--- config.mk ---
export PLATFORM = sky130hd
export DESIGN_NAME = pong_game_ctrl
export DESIGN_NICKNAME = d
export VERILOG_FILES = /design/src/rtl/pong_game_ctrl.sv
export SDC_FILE = /design/constraint.sdc
export NUM_CORES = 1
export LEC_CHECK = 0
export BUFFER_PORTS_ARGS = -buffer_cell sky130_fd_sc_hd__buf_2
export CORE_ASPECT_RATIO = 1.5
export CORE_UTILIZATION = 50
export DETAILED_ROUTE_END_ITERATION = 8
export PLACE_DENSITY_LB_ADDON = 0.25
export SYNTH_ARGS = -nofsm -noshare
export SYNTH_HDL_FRONTEND = slang
export SYNTH_SLANG_ARGS = --single-unit
--- constraint.sdc ---
create_clock -name clk -period 2.6 [get_ports clk]
set_clock_uncertainty 0.2 [all_clocks]
set_input_delay 0.52 -clock clk [delete_from_list [all_inputs] [get_ports clk]]
set_output_delay 0.52 -clock clk [all_outputs]
set_load 0.01 [all_outputs]
--- src/rtl/pong_game_ctrl.sv ---
// Match sequencer for the pong pipeline: serve/play/pause/point/over states,
// score keeping and ball mover gating, paced by vsync rising edges.
`timescale 1ns/1ps
module pong_game_ctrl #(
   parameter int SERVE_FRAMES = 60,
   parameter int POINT_FRAMES = 30,
   parameter int WIN_SCORE    = 7,
   parameter int LEFT_LIMIT   = 10,
   parameter int RIGHT_LIMIT  = 630
) (
   input  logic       clk,
   input  logic       reset_n,
   input  logic       vsync,
   input  logic       start_btn,
   input  logic [9:0] ball_x_pos,
   output logic       ball_run,
   output logic       ball_load,
   output logic       serve_dir,
   output logic [3:0] score_l,
   output logic [3:0] score_r,
   output logic       game_over,
   output logic [2:0] state
);

   typedef enum logic [2:0] {
      S_IDLE  = 3'd0,
      S_SERVE = 3'd1,
      S_PLAY  = 3'd2,
      S_PAUSE = 3'd3,
      S_POINT = 3'd4,
      S_OVER  = 3'd5
   } state_t;

   localparam int MAX_FRAMES = (SERVE_FRAMES > POINT_FRAMES) ? SERVE_FRAMES : POINT_FRAMES;
   localparam int CW = $clog2(MAX_FRAMES) + 1;
   localparam logic [CW-1:0] SERVE_LAST = CW'(SERVE_FRAMES - 1);
   localparam logic [CW-1:0] POINT_LAST = CW'(POINT_FRAMES - 1);
   localparam logic [3:0]    WIN        = 4'(WIN_SCORE);
   localparam logic [9:0]    LEFT       = 10'(LEFT_LIMIT);
   localparam logic [9:0]    RIGHT      = 10'(RIGHT_LIMIT);

   state_t        state_q, state_d;
   logic [CW-1:0] cnt_q, cnt_d;
   logic [3:0]    score_l_q, score_l_d;
   logic [3:0]    score_r_q, score_r_d;
   logic          serve_dir_q, serve_dir_d;
   logic          ball_load_q, ball_load_d;
   logic          vsync_prev_q;
   logic          start_meta_q, start_sync_q, start_prev_q;
   logic          frame_tick, start_evt;

   // vsync history resets high so a held-high vsync never looks like an edge
   always_ff @(posedge clk or negedge reset_n) begin
      if (!reset_n) begin
         state_q      <= S_IDLE;
         cnt_q        <= '0;
         score_l_q    <= '0;
         score_r_q    <= '0;
         serve_dir_q  <= 1'b0;
         ball_load_q  <= 1'b0;
         vsync_prev_q <= 1'b1;
         start_meta_q <= 1'b0;
         start_sync_q <= 1'b0;
         start_prev_q <= 1'b0;
      end else begin
         state_q      <= state_d;
         cnt_q        <= cnt_d;
         score_l_q    <= score_l_d;
         score_r_q    <= score_r_d;
         serve_dir_q  <= serve_dir_d;
         ball_load_q  <= ball_load_d;
         vsync_prev_q <= vsync;
         start_meta_q <= start_btn;
         start_sync_q <= start_meta_q;
         start_prev_q <= start_sync_q;
      end
   end

   always_comb begin
      frame_tick  = vsync & ~vsync_prev_q;
      start_evt   = start_sync_q & ~start_prev_q;
      state_d     = state_q;
      cnt_d       = cnt_q;
      score_l_d   = score_l_q;
      score_r_d   = score_r_q;
      serve_dir_d = serve_dir_q;
      ball_load_d = 1'b0;
      case (state_q)
         S_IDLE: begin
            if (start_evt) begin
               score_l_d   = '0;
               score_r_d   = '0;
               serve_dir_d = 1'b1;
               cnt_d       = '0;
               ball_load_d = 1'b1;
               state_d     = S_SERVE;
            end
         end
         S_SERVE: begin
            if (frame_tick) begin
               if (cnt_q == SERVE_LAST) state_d = S_PLAY;
               else                     cnt_d   = cnt_q + CW'(1);
            end
         end
         S_PLAY: begin
            // a miss on the tick takes priority over a coincident pause request
            if (frame_tick && (ball_x_pos <= LEFT)) begin
               if (score_r_q < WIN) score_r_d = score_r_q + 4'd1;
               serve_dir_d = 1'b0;
               cnt_d       = '0;
               state_d     = S_POINT;
            end else if (frame_tick && (ball_x_pos >= RIGHT)) begin
               if (score_l_q < WIN) score_l_d = score_l_q + 4'd1;
               serve_dir_d = 1'b1;
               cnt_d       = '0;
               state_d     = S_POINT;
            end else if (start_evt) begin
               state_d = S_PAUSE;
            end
         end
         S_PAUSE: begin
            if (start_evt) state_d = S_PLAY;
         end
         S_POINT: begin
            if (frame_tick) begin
               if (cnt_q == POINT_LAST) begin
                  cnt_d = '0;
                  if ((score_l_q == WIN) || (score_r_q == WIN)) begin
                     state_d = S_OVER;
                  end else begin
                     ball_load_d = 1'b1;
                     state_d     = S_SERVE;
                  end
               end else begin
                  cnt_d = cnt_q + CW'(1);
               end
            end
         end
         S_OVER: begin
            if (start_evt) begin
               score_l_d   = '0;
               score_r_d   = '0;
               cnt_d       = '0;
               ball_load_d = 1'b1;
               state_d     = S_SERVE;
            end
         end
         default: state_d = S_IDLE;
      endcase
   end

   assign ball_run  = (state_q == S_PLAY);
   assign game_over = (state_q == S_OVER);
   assign ball_load = ball_load_q;
   assign serve_dir = serve_dir_q;
   assign score_l   = score_l_q;
   assign score_r   = score_r_q;
   assign state     = state_q;

endmodule
=== After elaboration in Yosys (flattened, before gate mapping) ===
Index checks and enable logic that the tools add are counted.

* Bits in registers: 24
* Bits of input ports: 14
* Output and inout port bits: 15
* Logic and storage cells: 94

* Add/sub/neg operators: 3
* Order comparisons: 4
* Equality and inequality tests: 24
* Muxes and demuxes: 36
* Bitwise logic cells: 4
* Reductions and logical operators: 13

{| class="wikitable"
|+ Operators by type and width
! kind !! count
|-
| two-way mux 7 bit || 7
|-
| two-way mux 3 bit || 10
|-
| one-hot mux 7 bit (4 select lines) || 1
|-
| two-way mux 4 bit || 6
|-
| inequality test 2 bit (second input constant) || 8
|-
| one-hot mux 4 bit (2 select lines) || 2
|-
| one-hot mux 3 bit (5 select lines) || 1
|-
| greater-or-equal comparator 10 bit (second input constant) || 1
|-
| <= comparator 10 x 4 -> 1 bit (second input constant) || 1
|-
| inequality test 2 x 1 -> 1 bit (second input constant) || 5
|-
| adder 4 x 1 -> 4 bit (second input constant) || 2
|-
| == test 4 x 3 -> 1 bit (second input constant) || 2
|-
| < comparator 4 x 3 -> 1 bit (second input constant) || 2
|-
| adder 7 x 1 -> 7 bit (second input constant) || 1
|-
| == test 7 x 5 -> 1 bit (second input constant) || 1
|-
| == test 7 x 6 -> 1 bit (second input constant) || 1
|-
| two-way mux 1 bit || 7
|-
| AND reduction 7 bit || 1
|-
| == test 3 x 2 -> 1 bit (second input constant) || 2
|-
| == test 3 bit (second input constant) || 2
|-
| AND reduction 6 bit || 1
|-
| AND reduction 5 bit || 1
|-
| inequality test 4 x 1 -> 1 bit (second input constant) || 1
|-
| one-hot mux 1 bit (2 select lines) || 2
|-
| 12 further kinds || 16
|}

=== Depth between registers and ports, before layout ===
Gate-level depths: netlist (run 1).

* Depth after elaboration: 6
* Depth in mapped cells: 7
* Depth with buffers taken out: 7

=== Worst setup path after synthesis (run 1) ===
Ideal clock, no wire load.

* Path type: input-to-reg
* From: input port ball_x_pos[6]
* To: register cnt_q[1]
* Setup time: 0.127 ns
* Arrival time: 2.066 ns
* Data required time: 2.273 ns
* Path slack: 0.206 ns
* Stages on the path: 5
* Buffers on the path: 0
* Cell sequence: or4_4 > a2111o_1 > nand2_2 > o21ba_2 > mux2_1

* Word-level cells in the longest chain between the ends: 4
* Elaborated cells on any way between the ends: 8
* Classes of those cells: order compare: 2; eq/ne: 1; mux: 2; reduce/logical: 3

{| class="wikitable"
|+ Ends and longest elaborated chain
! element !! line !! RTL
|-
| start, declared || 15 || <nowiki>input logic [9:0] ball_x_pos,</nowiki>
|-
| <= comparator 10 x 4 -> 1 bit / greater-or-equal comparator 10 bit (equally long branches) || 107, 112 ||
|-
| logical AND 1 bit, on equally long branches || 107, 112 ||
|-
| inequality test 3 x 1 -> 1 bit (no line) / two-way mux 7 bit (equally long branches) || -- ||
|-
| AND reduction 6 bit (no line) / one-hot mux 7 bit (4 select lines) (equally long branches) || -- ||
|-
| end signal, assigned || 67 || <nowiki>cnt_q <= cnt_d;</nowiki>
|-
| end, declared || 43 || <nowiki>logic [CW-1:0] cnt_q, cnt_d;</nowiki>
|}

Parallel ways exist; a longest one is shown, timed or not.
A chain may end at the register's enable or synchronous reset.

=== Worst setup path in the final report (run 1) ===
* From: input port ball_x_pos[6]
* To: register score_l_q[1] (netlist: score_l[1])

* Word-level cells in the longest chain between the ends: 4
* Elaborated cells on any way between the ends: 7
* Classes of those cells: order compare: 2; eq/ne: 2; reduce/logical: 3

{| class="wikitable"
|+ Ends and longest elaborated chain
! element !! line !! RTL
|-
| greater-or-equal comparator 10 bit / <= comparator 10 x 4 -> 1 bit (equally long branches) || 112, 107 ||
|-
| logical AND 1 bit, on equally long branches || 112, 107 ||
|-
| inequality test 2 x 1 -> 1 bit (no line) / inequality test 2 bit (equally long branches) || -- ||
|-
| AND reduction 5 bit (no line) (*) || -- ||
|-
| end signal, assigned || 68 || <nowiki>score_l_q <= score_l_d;</nowiki>
|-
| end, declared || 44 || <nowiki>logic [3:0] score_l_q, score_l_d;</nowiki>
|}

Mark *: on every way between the ends. The rest lies on a longest branch, timed or not.

==> metrics.yaml, run 1 <==
synth_cells: 144
synthArstFlopShare_pct: 100
final_common_cell: "buf_2"
post-route-period-util_pct: 89.5
grt_antenna_before_repair: 0
clk_pin_slew_ns: 0.08
final-setup-viol-count: 0
slew_headroom_pct: 63.9
place_congestion: 0.773
period_minus_slack_ns: 2.33
worstSetupEndpoint: "score_l[1]$_DFFE_PN0P_"
leakagePower_uw: 0.000771
grt_pass1_vias: 1302
worstPathArrival_ns: 2.29
synth_compound_area_share_pct: 22.7
cts_buffers: 3
cts-resized-gates: 0
avgViaCountPerCell: 6.05
die_h_um: 67.0
final_cell_mix: "buf_2 (28), dfrtp_1 (23), inv_1 (10)"
ir_worst_vdd_mv: 0.691
ff2ff_path_depth: 5
grt_use_total_pct: 24.8
hpwl_um: 2530
drtAntennaViolNets: 0
ys_warn_count: 0
start_util_pct: 52.6
hold_buffers: 0
critPathSlowestCell: "or4_4"
post_dp_cell_area_um2: 1620
r2r_setup_slack_ns: 0.39
place_ws_ns: -0.0104
cp_top_family: "simple AND/OR/NAND/NOR gates"
cp-end-kind: "flip-flop"
cts_buffer_depth: 2
path_depth: 6
finalPower_uw: 1710
io_pins: 29
syn_area_um2: 1410
p_per_area_nw_per_um2: 1020
grt_overflow: 0
crit_start: "ball_x_pos[6]"
grt_max_degree: 25
clock-root-buffer: "clkbuf_8"
core_um2: 2680
ys_seq_area_share_pct: 42.8
finalWorstSetupSlack_ns: 0.272
path_cells: "buf_2 > or4_4 > a2111o_1 > nand4_1 > a211o_2 > mux2_2"
finish.instance_area_um2: 1670
die_w_um: 45.3
cp_slowest_stage_delay_ns: 0.53
worstSetupPathType: "in -> reg"
fillers: 243
tightestPinTransition_ns: 0.541
firstDrtPassIters: 4
antenna_cells: 0
fmax_ghz: 0.430
cts_htree_levels: 1
rsz0062_at_grt: "no"
area_delta_synth_final_pct: 18.8
start_kind: "input pin"
port-buffer-count: 28
hold_viol: 0
ys_types: 54
synthAdderAreaFrac_pct: 3.56
status: "finished clean"
crit_buf_inv: 1
dieArea_um2: 3040
drv_slew: 0
drive_gt1_share_pct: 28.7
final_util_pct: 62.5
cts_tree: "yes"
drc: 0
synth_top_family_by_area: "simple AND/OR/NAND/NOR gates"
yosys.area_share.simple_pct: 24.4
clock_sinks: 24
synth.area.mux_share_pct: 2.31
grt_first_pass_wirelength_um: 5490
num_rows: 23
layout.nets: 197
insertion_delay_ns: 0.27
first_iter_violations: 69
worst_ep_required_time_ns: 2.56
ys_seq_elements: 24
path_max_fanout: 4
avgSynthCellArea_um2: 9.77
post_drt_wl_per_cell_um: 15.7
synth_enable_flop_cells: 0
worstReg2RegStart: "cnt_q[6]$_DFFE_PN0P_"
drt-total-wl_um: 3370
rr_endpoint: "cnt_q[1]$_DFFE_PN0P_"
synth_top_flop_cell: "dfrtp_1"
cts_setup_buffers: 0
syn-num-nets: 162
hold_class: "in -> async"
max-cap-violations: 0
synthXorXnorAreaFrac_pct: 0
via_count: 1301
-- worst reg2reg max path, delay by kind of cell (launching register included) --
family | cells | cell delay [ns]
and+or+nand+nor | 3 | 0.71
AOI/OAI and AO/OA | 1 | 0.49
DFF | 1 | 0.40
muxes | 1 | 0.30
-- synthesized netlist by cell type (all sizes together) (3+ instances only) --
| cell type | n | area (um2) |
|---|---|---|
| a21oi | 5 | 25.0 |
| clkbuf | 3 | 11.3 |
| dfrtp | 23 | 576 |
| ha | 4 | 50.1 |
| inv | 10 | 37.5 |
| nand2 | 7 | 28.8 |
| nand3 | 8 | 40.0 |
| nand3b | 3 | 22.5 |
| nor2 | 8 | 30.0 |
| nor2b | 5 | 31.3 |
| nor3 | 3 | 15.0 |
| o211ai | 5 | 37.5 |
| o21ai | 8 | 43.8 |
| or3 | 4 | 25.0 |
| or4 | 6 | 48.8 |
-- area by class of cell --
type	instances	area, um2	share of cell area, %
flip-flops and latches	24	602	36.0
well taps	37	46.3	2.77
inverters	10	37.5	2.25
multi-input cells	106	746	44.6
repair buffers	34	185	11.1
clock buffers	4	55.1	3.29
-- state kept, by name, indices dropped and copies added, names as in the netlist --
register and count:
state 3, serve_dir 1, vsync_prev_q 1, ball_load 1, score_r 4, score_l 4, start_prev_q 1, start_meta_q 1
cnt_q 7, start_sync_q 1
-- power breakdown --
part | switching (uW) | internal, uW | total (uW)
clock | 123 | 135 | 259
combinational | 456 | 372 | 828
sequential | 124 | 500 | 624
-- stage by stage --
step / TNS (ns) / hold slack (ns) / std cells
final: 0 / 0.0213 / 215
after floorplan: 0 / 0.0244 / 144
after CTS: 0 / 0.0429 / 215
after detailed placement: -0.0104 / 0.137 / 211
after global placement: 0 / 0.132 / 211
after global routing: 0 / 0.0622 / 215
-- metal layers --
layer / vias up / global-route usage [%] / part of all wire (%)
li1: 618 / - / -
met1: 631 / 25.8 / 38
met2: 43 / 46.6 / 57
met3: 9 / 2.44 / 2.9
met4: 0 / 12.9 / 2.6
met5: - / 0 / 0
-- cell families (layout without fill, tap and decap cells) --
family / after synthesis / in the layout
compound gates: 41 / 41
fa+ha+maj: 4 / 4
mux: 3 / 3
buf+inv: 14 / 48
flops: 24 / 24
simple gates: 58 / 58
-- how the worst min path moves through the flow --
stage,start,endpoint,slack (ns),cells past startpoint
after floorplan,reset_n,ball_load$_DFF_PN0_,0.02,0
after global placement,start_meta_q$_DFF_PN0_,start_sync_q$_DFF_PN0_,0.13,0
after detailed placement,start_meta_q$_DFF_PN0_,start_sync_q$_DFF_PN0_,0.14,0
after CTS,reset_n,state[1]$_DFFE_PN0P_,0.04,1
after global routing,reset_n,score_l[1]$_DFFE_PN0P_,0.06,1
final,reset_n,score_l[1]$_DFFE_PN0P_,0.02,1
(Power assumes the default switching activity.)
==> inputs of run 2 (changes only) <==
- CTS_BUF_LIST: not set -> sky130_fd_sc_hd__clkbuf_4
- SLEW_MARGIN: not set -> 20
==> metrics.yaml, run 2 (synthesis results as in run 1) <==
status: "finished clean"
slew_headroom_pct: 63.7
grt_use_total_pct: 24.5
clock_sinks: 24
grt_first_pass_wirelength_um: 5440
worstSetupPathType: "in -> reg"
cp-end-kind: "flip-flop"
hold_class: "in -> reg"
first_iter_violations: 44
grt_overflow: 0
fmax_ghz: 0.442
grt_pass1_vias: 1288
port-buffer-count: 28
period_minus_slack_ns: 2.26
drt-total-wl_um: 3270
post-route-period-util_pct: 87.0
leakagePower_uw: 0.000762
clock-root-buffer: "clkbuf_4"
insertion_delay_ns: 0.32
io_pins: 29
cts_buffer_depth: 2
num_rows: 23
dieArea_um2: 3040
via_count: 1279
critPathSlowestCell: "or4_4"
final_common_cell: "buf_2"
post_drt_wl_per_cell_um: 15.1
max-cap-violations: 0
drive_gt1_share_pct: 27.9
fillers: 247
start_util_pct: 52.6
p_per_area_nw_per_um2: 979
cp_top_family: "simple AND/OR/NAND/NOR gates"
cp_slowest_stage_delay_ns: 0.53
final-setup-viol-count: 0
finalPower_uw: 1620
worst_ep_required_time_ns: 2.62
largest_reg_flops: 7
core_um2: 2680
final_cell_mix: "buf_2 (28), dfrtp_1 (23), inv_1 (10)"
drv_slew: 0
crit_buf_inv: 1
ir_worst_vdd_mv: 0.627
area_delta_synth_final_pct: 17.4
avgViaCountPerCell: 5.92
clk_pin_slew_ns: 0.14
grt_max_degree: 25
die_w_um: 45.3
tightestPinTransition_ns: 0.545
path_max_fanout: 4
hold_viol: 0
antenna_cells: 0
final_util_pct: 61.8
drc: 0
worstPathArrival_ns: 2.28
drtAntennaViolNets: 0
start_kind: "input pin"
cts_buffers: 3
cts_tree: "yes"
cts_htree_levels: 1
path_cells: "buf_2 > or4_4 > a2111o_1 > nand4_1 > a211o_2 > mux2_2"
layout.nets: 198
place_congestion: 0.773
largest_register: "cnt_q"
firstDrtPassIters: 4
die_h_um: 67.0
hpwl_um: 2530
grt_antenna_before_repair: 0
rsz0062_at_grt: "no"
[run 2: changes by cell type in the layout (fill, tap and decap cells not counted), sizes merged]
cell         before  now
dlygate4sd3       0    1
clkbuf            4    3
clkinv            0    1
[run 2: final cells by class]
class,instances,area [um2],area share (%)
Multi-Input combinational cell,106,746,45.1
Sequential cell,24,602,36.4
Timing Repair Buffer,35,195,11.8
Tap cell,37,46.3,2.80
Inverter,10,37.5,2.27
Clock buffer,3,22.5,1.36
Clock inverter,1,3.75,0.227
[run 2: final timing paths]
| path | to | from | slack (ns) | cells after the start |
|---|---|---|---|---|
| hold reg to reg | start_sync_q$_DFF_PN0_ | start_meta_q$_DFF_PN0_ | 0.17 | 0 |
| setup reg to reg | cnt_q[1]$_DFFE_PN0P_ | cnt_q[6]$_DFFE_PN0P_ | 0.39 | 5 |
| min in group asynchronous | state[1]$_DFFE_PN0P_ | reset_n | 0.49 | 2 |
| hold / removal | start_meta_q$_DFF_PN0_ | start_btn | 0.09 | 1 |
| setup / recovery | score_l[1]$_DFFE_PN0P_ | ball_x_pos[6] | 0.34 | 6 |
| max in group asynchronous | vsync_prev_q$_DFF_PN1_ | reset_n | 1.34 | 2 |
[run 2: repair_timing]
| item | 4_1_cts | 5_1_grt |
|---|---|---|
| setup endpoints to repair | 0 | 0 |
| endpoints found under the hold margin | 23 | 0 |
| hold buffers | 1 | 0 |
| buffers inserted | 0 | 0 |
| gates resized for setup | 0 | 0 |
[run 2: worst reg2reg max path, cell delays in order, from the launching register on]
cell,delay [ns]
dfrtp_1,0.42
nand3b_1,0.20
or3_1,0.42
a221oi_2,0.49
nor2_1,0.08
mux2_1,0.30
[run 2: power by group]
part,internal [uW],switching [uW],total (uW),leakage (uW)
Clock,56.4,119,175,0.0000154
Combinational,373,449,822,0.000450
Sequential,499,122,621,0.000297
[run 2: layer usage]
metal / wire length (um) / global-route usage [%] / share of wire (%)
met4: 63 / 10.6 / 1.9
met1: 1320 / 26.3 / 40
met5: 0 / 0 / 0
met2: 1830 / 46.4 / 56
met3: 57 / 1.63 / 1.7
[run 2: through the flow]
stage | instances | area [um2] | setup WS, ns | hold WS, ns | TNS (ns)
2_1_floorplan | 144 | 1410 | 0.206 | 0.0244 | 0
3_3_place_gp | 211 | 1620 | 0.0526 | 0.132 | 0
3_5_place_dp | 211 | 1620 | -0.0104 | 0.137 | -0.0104
4_1_cts | 216 | 1650 | 0.342 | 0.0843 | 0
5_1_grt | 216 | 1650 | 0.278 | 0.0689 | 0
6_report | 216 | 1650 | 0.338 | 0.0857 | 0
==> inputs of run 3 (changes only) <==
- CAP_MARGIN: not set -> 20
- CORE_UTILIZATION: 50 -> 30
- GPL_TIMING_DRIVEN: not set -> 0
==> metrics.yaml, run 3 (synthesis results as in run 1) <==
clkPwrFrac_pct: 11.0
first_iter_violations: 69
largest_register: "cnt_q"
hpwl_um: 2530
drive_gt1_share_pct: 25.4
area_delta_synth_final_pct: 16.8
io_pins: 29
place_congestion: 0.917
worstSetupPathType: "reg -> reg"
critPathSlowestCell: "nor4b_1"
status: "finished with violations"
fmax_ghz: 0.414
final_util_pct: 36.5
worstPathArrival_ns: 2.43
leakagePower_uw: 0.000741
hold_class: "in -> reg"
path_cells: "buf_6 > nor4b_1 > o41ai_1 > a31o_2 > o21ba_2 > mux2_1"
drtAntennaViolNets: 0
num_rows: 30
port-buffer-count: 28
tightestPinTransition_ns: 0.555
largest_reg_flops: 7
core_um2: 4500
grt_first_pass_wirelength_um: 5350
post-route-period-util_pct: 92.8
path_max_fanout: 10
max-cap-violations: 0
p_sw_share_pct: 42.9
die_w_um: 57.9
grt_overflow: 0
period_minus_slack_ns: 2.41
grt_use_total_pct: 13.6
cts_buffers: 3
slew_headroom_pct: 63.0
cts_setup_buffers: 0
drv_slew: 0
grt_busiest_layer: "met2"
gr-usage-met3_pct: 1.81
cts_buffer_depth: 2
firstDrtPassIters: 6
clk_pin_slew_ns: 0.14
start_kind: "flip-flop"
ir_worst_vdd_mv: 0.430
seqPwrFrac_pct: 40.6
finish.instance_area_um2: 1640
grt_use_met1_pct: 15.3
switching_power_uw: 668
drt-total-wl_um: 3250
dpl.cell_count: 220
p_comb_share_pct: 48.4
post_drt_wl_per_cell_um: 14.4
antenna_cells: 0
start_util_pct: 31.3
avgViaCountPerCell: 5.67
failed_checks: "DRC"
worst_ep_required_time_ns: 2.62
die_h_um: 85.9
final-setup-viol-count: 0
met2_usage_pct: 24.9
final_common_cell: "buf_2"
drc: 3
p_per_area_nw_per_um2: 947
dieArea_um2: 4980
cp_slowest_stage_delay_ns: 0.49
insertion_delay_ns: 0.32
whs_ns: 0.103
finalNonFillerCells: 225
via_count: 1275
clock_sinks: 24
place_ws_ns: -0.0412
p_int_uw: 889
cp-end-kind: "flip-flop"
post_dp_cell_area_um2: 1610
grt_antenna_before_repair: 0
layout.nets: 196
grt_pass1_vias: 1233
grt_max_degree: 25
finalWorstSetupSlack_ns: 0.187
clock-root-buffer: "clkbuf_4"
cts_tree: "yes"
cts_htree_levels: 1
final_cell_mix: "buf_2 (28), dfrtp_1 (23), inv_1 (10)"
rsz0062_at_grt: "no"
hold_viol: 0
[run 3: layout make-up]
type                    instances  area, um2
clock buffers                   3       22.5
clock inverters                 1       3.75
well taps                      48       60.1
repair buffers                 29        150
multi-input cells             106        746
inverters                      10       37.5
flip-flops and latches         24        602
fillers                       459       2860
plain buffers                   4       22.5
[run 3: worst max-delay path, delay by kind of cell, from the launching register on]
| kind | cells | cell delay [ns] |
|---|---|---|
| compound gates | 3 | 0.74 |
| buf+inv | 1 | 0.15 |
| flops | 1 | 0.41 |
| mux | 1 | 0.33 |
| simple gates | 1 | 0.49 |
[run 3: what timing repair did]
action,CTS,global route
setup endpoints to repair,0,0
resized for setup,0,0
hold endpoints to repair,23,0
hold buffers,1,0
[run 3: final timing paths]
check	start	end	slack, ns	cells after the start
hold reg to reg	start_meta_q$_DFF_PN0_	start_sync_q$_DFF_PN0_	0.16	0
hold / removal	start_btn	start_meta_q$_DFF_PN0_	0.10	1
min in group asynchronous	reset_n	score_l[0]$_DFFE_PN0P_	0.50	2
setup / recovery	state[2]$_DFFE_PN0P_	cnt_q[1]$_DFFE_PN0P_	0.19	6
setup reg to reg	state[2]$_DFFE_PN0P_	cnt_q[1]$_DFFE_PN0P_	0.19	6
max in group asynchronous	reset_n	start_prev_q$_DFF_PN0_	1.33	2
[run 3: through the flow]
step           setup TNS [ns]  total power, uW
2_1_floorplan               0             1160
3_3_place_gp          -0.0282             1380
3_5_place_dp          -0.0772             1400
4_1_cts                     0             1580
5_1_grt                     0             1690
6_report                    0             1560
[run 3: routing by layer]
layer  vias up  wire (um)  part of all wire [%]
li1        618          -                     -
met1       620       1320                    41
met2        33       1750                    54
met3         4        137                   4.2
met4         0         42                   1.3
met5         -          0                     0
[run 3: power groups by stage]
stage	Clock [uW]	Sequential [uW]	Combinational [uW]
3_3_place_gp	0	634	744
6_report	171	632	753
2_1_floorplan	0	646	510
3_5_place_dp	0	644	759
5_1_grt	189	654	850
4_1_cts	179	635	762
